==> src/rtl/wrr_sched_pkg.sv <==
// Shared constants for the weighted round-robin packet scheduler.
// State encodings stay plain 1-bit constants so older consumers can compare against them.
package wrr_sched_pkg;

  localparam logic [0:0] ST_IDLE = 1'b0;
  localparam logic [0:0] ST_SEND = 1'b1;

  localparam int DEFAULT_WEIGHT_C = 1;

endpackage

==> src/rtl/wrr_next_sel.sv <==
// Circular priority search: finds the first eligible queue after start, wrapping through start.
// The start queue itself is the last candidate considered.
module wrr_next_sel
  import wrr_sched_pkg::*;
#(
  parameter int NUM_FIFO  = 3,
  parameter int SEL_WIDTH = $clog2(NUM_FIFO)
) (
  input  logic [NUM_FIFO-1:0]  eligible,
  input  logic [SEL_WIDTH-1:0] start,
  output logic [SEL_WIDTH-1:0] idx,
  output logic                 found
);

  logic [SEL_WIDTH-1:0] cand [NUM_FIFO];

  genvar gi;
  generate
    for (gi = 0; gi < NUM_FIFO; gi++) begin : g_cand
      assign cand[gi] = SEL_WIDTH'((32'(start) + 1 + gi) % NUM_FIFO);
    end
  endgenerate

  // Walk from the farthest offset down so the nearest eligible queue wins.
  always_comb begin
    idx   = '0;
    found = 1'b0;
    for (int k = NUM_FIFO - 1; k >= 0; k--) begin
      if (eligible[cand[k]]) begin
        idx   = cand[k];
        found = 1'b1;
      end
    end
  end

endmodule

==> src/rtl/wrr_sched.sv <==
// Weighted round-robin select/enable generator for a packet mux.
// Each grant allows weight[q] packets before moving on; one idle bubble follows every packet.
module wrr_sched
  import wrr_sched_pkg::*;
#(
  parameter int NUM_FIFO       = 3,
  parameter int WEIGHT_WIDTH   = 8,
  parameter int DEFAULT_WEIGHT = DEFAULT_WEIGHT_C,
  parameter int SEL_WIDTH      = $clog2(NUM_FIFO)
) (
  input  logic                    clk,
  input  logic                    rst,
  input  logic [NUM_FIFO-1:0]     fifo_tvalid,
  input  logic                    out_tvalid,
  input  logic                    out_tready,
  input  logic                    out_tlast,
  input  logic                    cfg_wr_en,
  input  logic [SEL_WIDTH-1:0]    cfg_wr_addr,
  input  logic [WEIGHT_WIDTH-1:0] cfg_wr_data,
  output logic [SEL_WIDTH-1:0]    sel_out,
  output logic                    en_out
);

  logic [0:0]              state_reg, state_next;
  logic [SEL_WIDTH-1:0]    sel_reg, sel_next;
  logic [WEIGHT_WIDTH-1:0] credit_reg, credit_next;
  logic [WEIGHT_WIDTH-1:0] weight_reg [NUM_FIFO];
  logic [NUM_FIFO-1:0]     eligible;
  logic [SEL_WIDTH-1:0]    hit_idx;
  logic                    hit_found;
  logic                    pkt_end;

  genvar gi;
  generate
    for (gi = 0; gi < NUM_FIFO; gi++) begin : g_elig
      assign eligible[gi] = fifo_tvalid[gi] && (weight_reg[gi] != '0);
    end
  endgenerate

  wrr_next_sel #(
    .NUM_FIFO  (NUM_FIFO),
    .SEL_WIDTH (SEL_WIDTH)
  ) u_next_sel (
    .eligible (eligible),
    .start    (sel_reg),
    .idx      (hit_idx),
    .found    (hit_found)
  );

  assign pkt_end = out_tvalid && out_tready && out_tlast;

  // Out-of-range addresses match no queue and so fall away naturally.
  always_ff @(posedge clk) begin
    for (int i = 0; i < NUM_FIFO; i++) begin
      if (rst) begin
        weight_reg[i] <= WEIGHT_WIDTH'(DEFAULT_WEIGHT);
      end else if (cfg_wr_en && (cfg_wr_addr == SEL_WIDTH'(i))) begin
        weight_reg[i] <= cfg_wr_data;
      end
    end
  end

  always_comb begin
    state_next  = state_reg;
    sel_next    = sel_reg;
    credit_next = credit_reg;
    case (state_reg)
      ST_IDLE: begin
        if ((credit_reg != '0) && eligible[sel_reg]) begin
          state_next = ST_SEND;
        end else if (hit_found) begin
          sel_next    = hit_idx;
          credit_next = weight_reg[hit_idx];
          state_next  = ST_SEND;
        end
      end
      default: begin
        if (pkt_end) begin
          state_next = ST_IDLE;
          if (credit_reg != '0) begin
            credit_next = credit_reg - WEIGHT_WIDTH'(1);
          end
        end
      end
    endcase
  end

  always_ff @(posedge clk) begin
    if (rst) begin
      state_reg  <= ST_IDLE;
      sel_reg    <= '0;
      credit_reg <= '0;
    end else begin
      state_reg  <= state_next;
      sel_reg    <= sel_next;
      credit_reg <= credit_next;
    end
  end

  assign sel_out = sel_reg;
  assign en_out  = (state_reg == ST_SEND);

endmodule

==> config.mk <==
export PLATFORM = sky130hd
export DESIGN_NAME = wrr_sched
export DESIGN_NICKNAME = d
export VERILOG_FILES = /design/src/rtl/wrr_sched_pkg.sv /design/src/rtl/wrr_next_sel.sv /design/src/rtl/wrr_sched.sv
export SDC_FILE = /design/constraint.sdc
export NUM_CORES = 1
export LEC_CHECK = 0
export CAP_MARGIN = 25
export CORE_MARGIN = 3
export CORE_UTILIZATION = 51
export DETAILED_ROUTE_END_ITERATION = 6
export HOLD_SLACK_MARGIN = 0.06
export PLACE_DENSITY_LB_ADDON = 0.08
export SYNTH_ARGS = -nofsm -noshare
export SYNTH_HDL_FRONTEND = slang
export SYNTH_SLANG_ARGS = --single-unit
==> constraint.sdc <==
create_clock -name clk -period 2.1 [get_ports clk]
set_input_delay 0.42 -clock clk [delete_from_list [all_inputs] [get_ports clk]]
set_output_delay 0.42 -clock clk [all_outputs]
set_load 0.1 [all_outputs]
==> results.json <==
{
  "violations": "negative setup slack",
  "synth_edf_count": 24,
  "critical_path_required_ps": 2290,
  "clk_path_buf_depth": 2,
  "ys_seq_elements": 35,
  "grt_start_max_net_pins": 17,
  "pwr-share-comb": 0.613,
  "stdcell_count": 323,
  "fmax_mhz": 413,
  "place.gp.congestion": 0.892,
  "layout.nets": 296,
  "vias": 1985,
  "crit_path_end_kind": "flip-flop",
  "cp-start-kind": "flip-flop",
  "cp_top_family": "compound AO/OA/AOI/OAI gates",
  "p_clk_frac": 0.130,
  "cp_slowest_cell": "or4_4",
  "netSwitchingPower_mw": 1.59,
  "clock-root-buffer": "clkbuf_8",
  "clk_pin_slew_ps": 80,
  "ys_warn_count": 0,
  "p_int_mw": 2.21,
  "synthArstFlopShare": 0,
  "vias_per_cell": 6.15,
  "final_util": 0.795,
  "drcViolationCount": 0,
  "diodes": 0,
  "synth-seq-area-share": 0.462,
  "largest_reg_flops": 24,
  "avgRoutedWirePerCell_um": 18.0,
  "holdBufCountCts": 0,
  "cts.sinks": 35,
  "status": "finished with violations",
  "drt-total-wl_mm": 5.82,
  "synth_ff_type": "edfxtp_1",
  "antenna_found_initial": 0,
  "clock_latency_ps": 290,
  "crit_buf_inv": 1,
  "crit_fanout": 6,
  "swShare": 0.418,
  "cpPeakStageDelay_ps": 570,
  "cts_tree": "done",
  "drive_gt1_frac": 0.396,
  "drv_slew": 0,
  "yosysUniqueCellTypes": 52,
  "start_util": 0.544,
  "finalSetupViolCount": 10,
  "slew_headroom": 0.599,
  "ctsHtreeMaxLevel": 2,
  "ir_worst_vdd_uv": 574,
  "dp_hpwl_mm": 4.01,
  "skew_ps": 9.83,
  "placementRows": 22,
  "grt-ovfl-total": 0,
  "setup_slack_ps": -323,
  "grt_use_total": 0.234,
  "dr.pass1.iters": 4,
  "min_path_type": "reg -> reg",
  "synth.avg_cell_area_um2": 9.99,
  "grt_pass1_wl_mm": 8.98,
  "rsz0062_at_grt": "yes",
  "die_y_um": 69.2,
  "grt_pass1_vias": 1934,
  "tns_ps": -2390,
  "critPathKind": "reg -> reg",
  "period_minus_slack_ps": 2420,
  "core_um2": 3740,
  "power_density_nw_per_um2": 1280,
  "detail-route-antenna-nets": 0,
  "p_seq_frac": 0.257,
  "die_width_um": 69.2,
  "area_delta_synth_final_pct": 46.1,
  "nFillCells": 232,
  "numPortBuffers": 21,
  "hold_viol_final": 0,
  "syn_area_um2": 2040,
  "crit_chain": "or4_4 -> o211ai_1 -> o311a_1 -> buf_4 -> a21boi_2 -> a211oi_2 -> o32ai_1 -> a32o_1",
  "initialDrtViolationCount": 193,
  "worst_pin_slew_ps": 596,
  "pin_count": 22,
  "leakage_nw": 1.12,
  "cp.arrival_ps": 2620,
  "synthCells": 204,
  "die-area_um2": 4790,
  "drv_cap": 0,
  "dp.cells": 303,
  "numCtsBuffers": 5,
  "dpl_worst_slack_ps": -388,
  "syn_nets": 226,
  "fin_crit_sh": 1.15
}
[cell usage in the layout, fill, tap and decap left out, types with 4 or more instances in the layout]
cell / count
buf_4: 47
dfxtp_1: 8
or4_4: 4
o21ai_1: 4
nand3_1: 5
edfxtp_1: 24
clkdlybuf4s50_1: 18
and2_1: 22
inv_1: 7
nor2_1: 11
clkbuf_8: 5
nand2b_1: 5
a32o_1: 4
nor4_1: 4
nand2_1: 13
nor3_1: 9
[final cells by class]
cell class | count | area [um^2] | share of cell area
Clock inverter | 3 | 20.0 | 0.00673
Multi-Input combinational cell | 152 | 1230 | 0.413
Clock buffer | 5 | 68.8 | 0.0231
Sequential cell | 35 | 950 | 0.319
Tap cell | 48 | 60.1 | 0.0202
Inverter | 10 | 40.0 | 0.0135
Timing Repair Buffer | 70 | 607 | 0.204
[Yosys cell counts (3+ instances only)]
cell / n / area (um^2)
nand2_1: 14 / 52.6
nor3_1: 10 / 50.1
or4_4: 3 / 33.8
or3_1: 3 / 18.8
a211oi_1: 5 / 37.5
inv_1: 9 / 33.8
o21ai_0: 4 / 20.0
clkbuf_1: 5 / 18.8
nor4_1: 4 / 25.0
a31o_2: 3 / 26.3
edfxtp_1: 24 / 721
a21boi_0: 5 / 37.5
nand2b_1: 5 / 31.3
nand3_1: 6 / 30.0
dfxtp_1: 11 / 220
a32o_1: 5 / 50.1
ha_1: 3 / 37.5
and2_1: 23 / 144
o31ai_1: 3 / 22.5
o21ai_1: 6 / 30.0
nor2_1: 12 / 45.0
a21oi_1: 3 / 15.0
[per-stage QoR]
| stage | power [mW] | area [um^2] | hold slack (ps) |
|---|---|---|---|
| 2_1_floorplan | 2.16 | 2120 | 466 |
| 3_3_place_gp | 2.75 | 2630 | 483 |
| 3_5_place_dp | 2.82 | 2630 | 496 |
| 4_1_cts | 3.51 | 2830 | 508 |
| 5_1_grt | 4.01 | 2980 | 519 |
| 6_report | 3.80 | 2980 | 520 |
[logic make-up (layout without fill, tap and decap cells)]
group	count (synthesis)	in the layout	share of synthesized area
DFF	35	35	0.462
muxes	4	4	0.0209
and+or+nand+nor	88	88	0.238
buffers and inverters	17	88	0.0356
AOI/OAI and AO/OA	57	57	0.225
adders and majority gates	3	3	0.0184
[final timing paths]
check / startpoint / slack (ps) / to / cells past startpoint
worst max-delay path: weight_reg[0][6] / -320 / credit_reg[4] / 8
worst min register to register: credit_reg[6] / 520 / credit_reg[6] / 2
worst max register to register: weight_reg[0][6] / -320 / credit_reg[4] / 8
worst min-delay path: credit_reg[6] / 520 / credit_reg[6] / 2
[repair_timing]
item | CTS | global route
hold endpoints to repair | 0 | 0
pin swaps | 5 | 18
endpoints found under the setup margin | 11 | 11
gates resized for setup | 14 | 22
setup buffers | 4 | 8
[worst register-to-register path: cells and delay by family, from the launching register on]
family,cells,cell delay (ps)
AOI/OAI and AO/OA,6,1190
buffers and inverters,1,160
DFF,1,400
and+or+nand+nor,1,570
[power groups by stage]
| stage | registers, mW | clock network [mW] | logic (mW) |
|---|---|---|---|
| after global placement | 0.975 | 0 | 1.78 |
| after CTS | 0.972 | 0.496 | 2.04 |
| after floorplan | 1.09 | 0 | 1.07 |
| final | 0.977 | 0.495 | 2.33 |
| after global routing | 0.991 | 0.523 | 2.50 |
| after detailed placement | 0.985 | 0 | 1.84 |
[routing by layer]
layer,vias to the layer above,track usage,wire [um]
li1,919,-,-
met1,951,0.259,2190
met2,95,0.413,3090
met3,20,0.0565,364
met4,0,0.124,173
met5,-,0,0
Power figures use the tool's default switching activity.
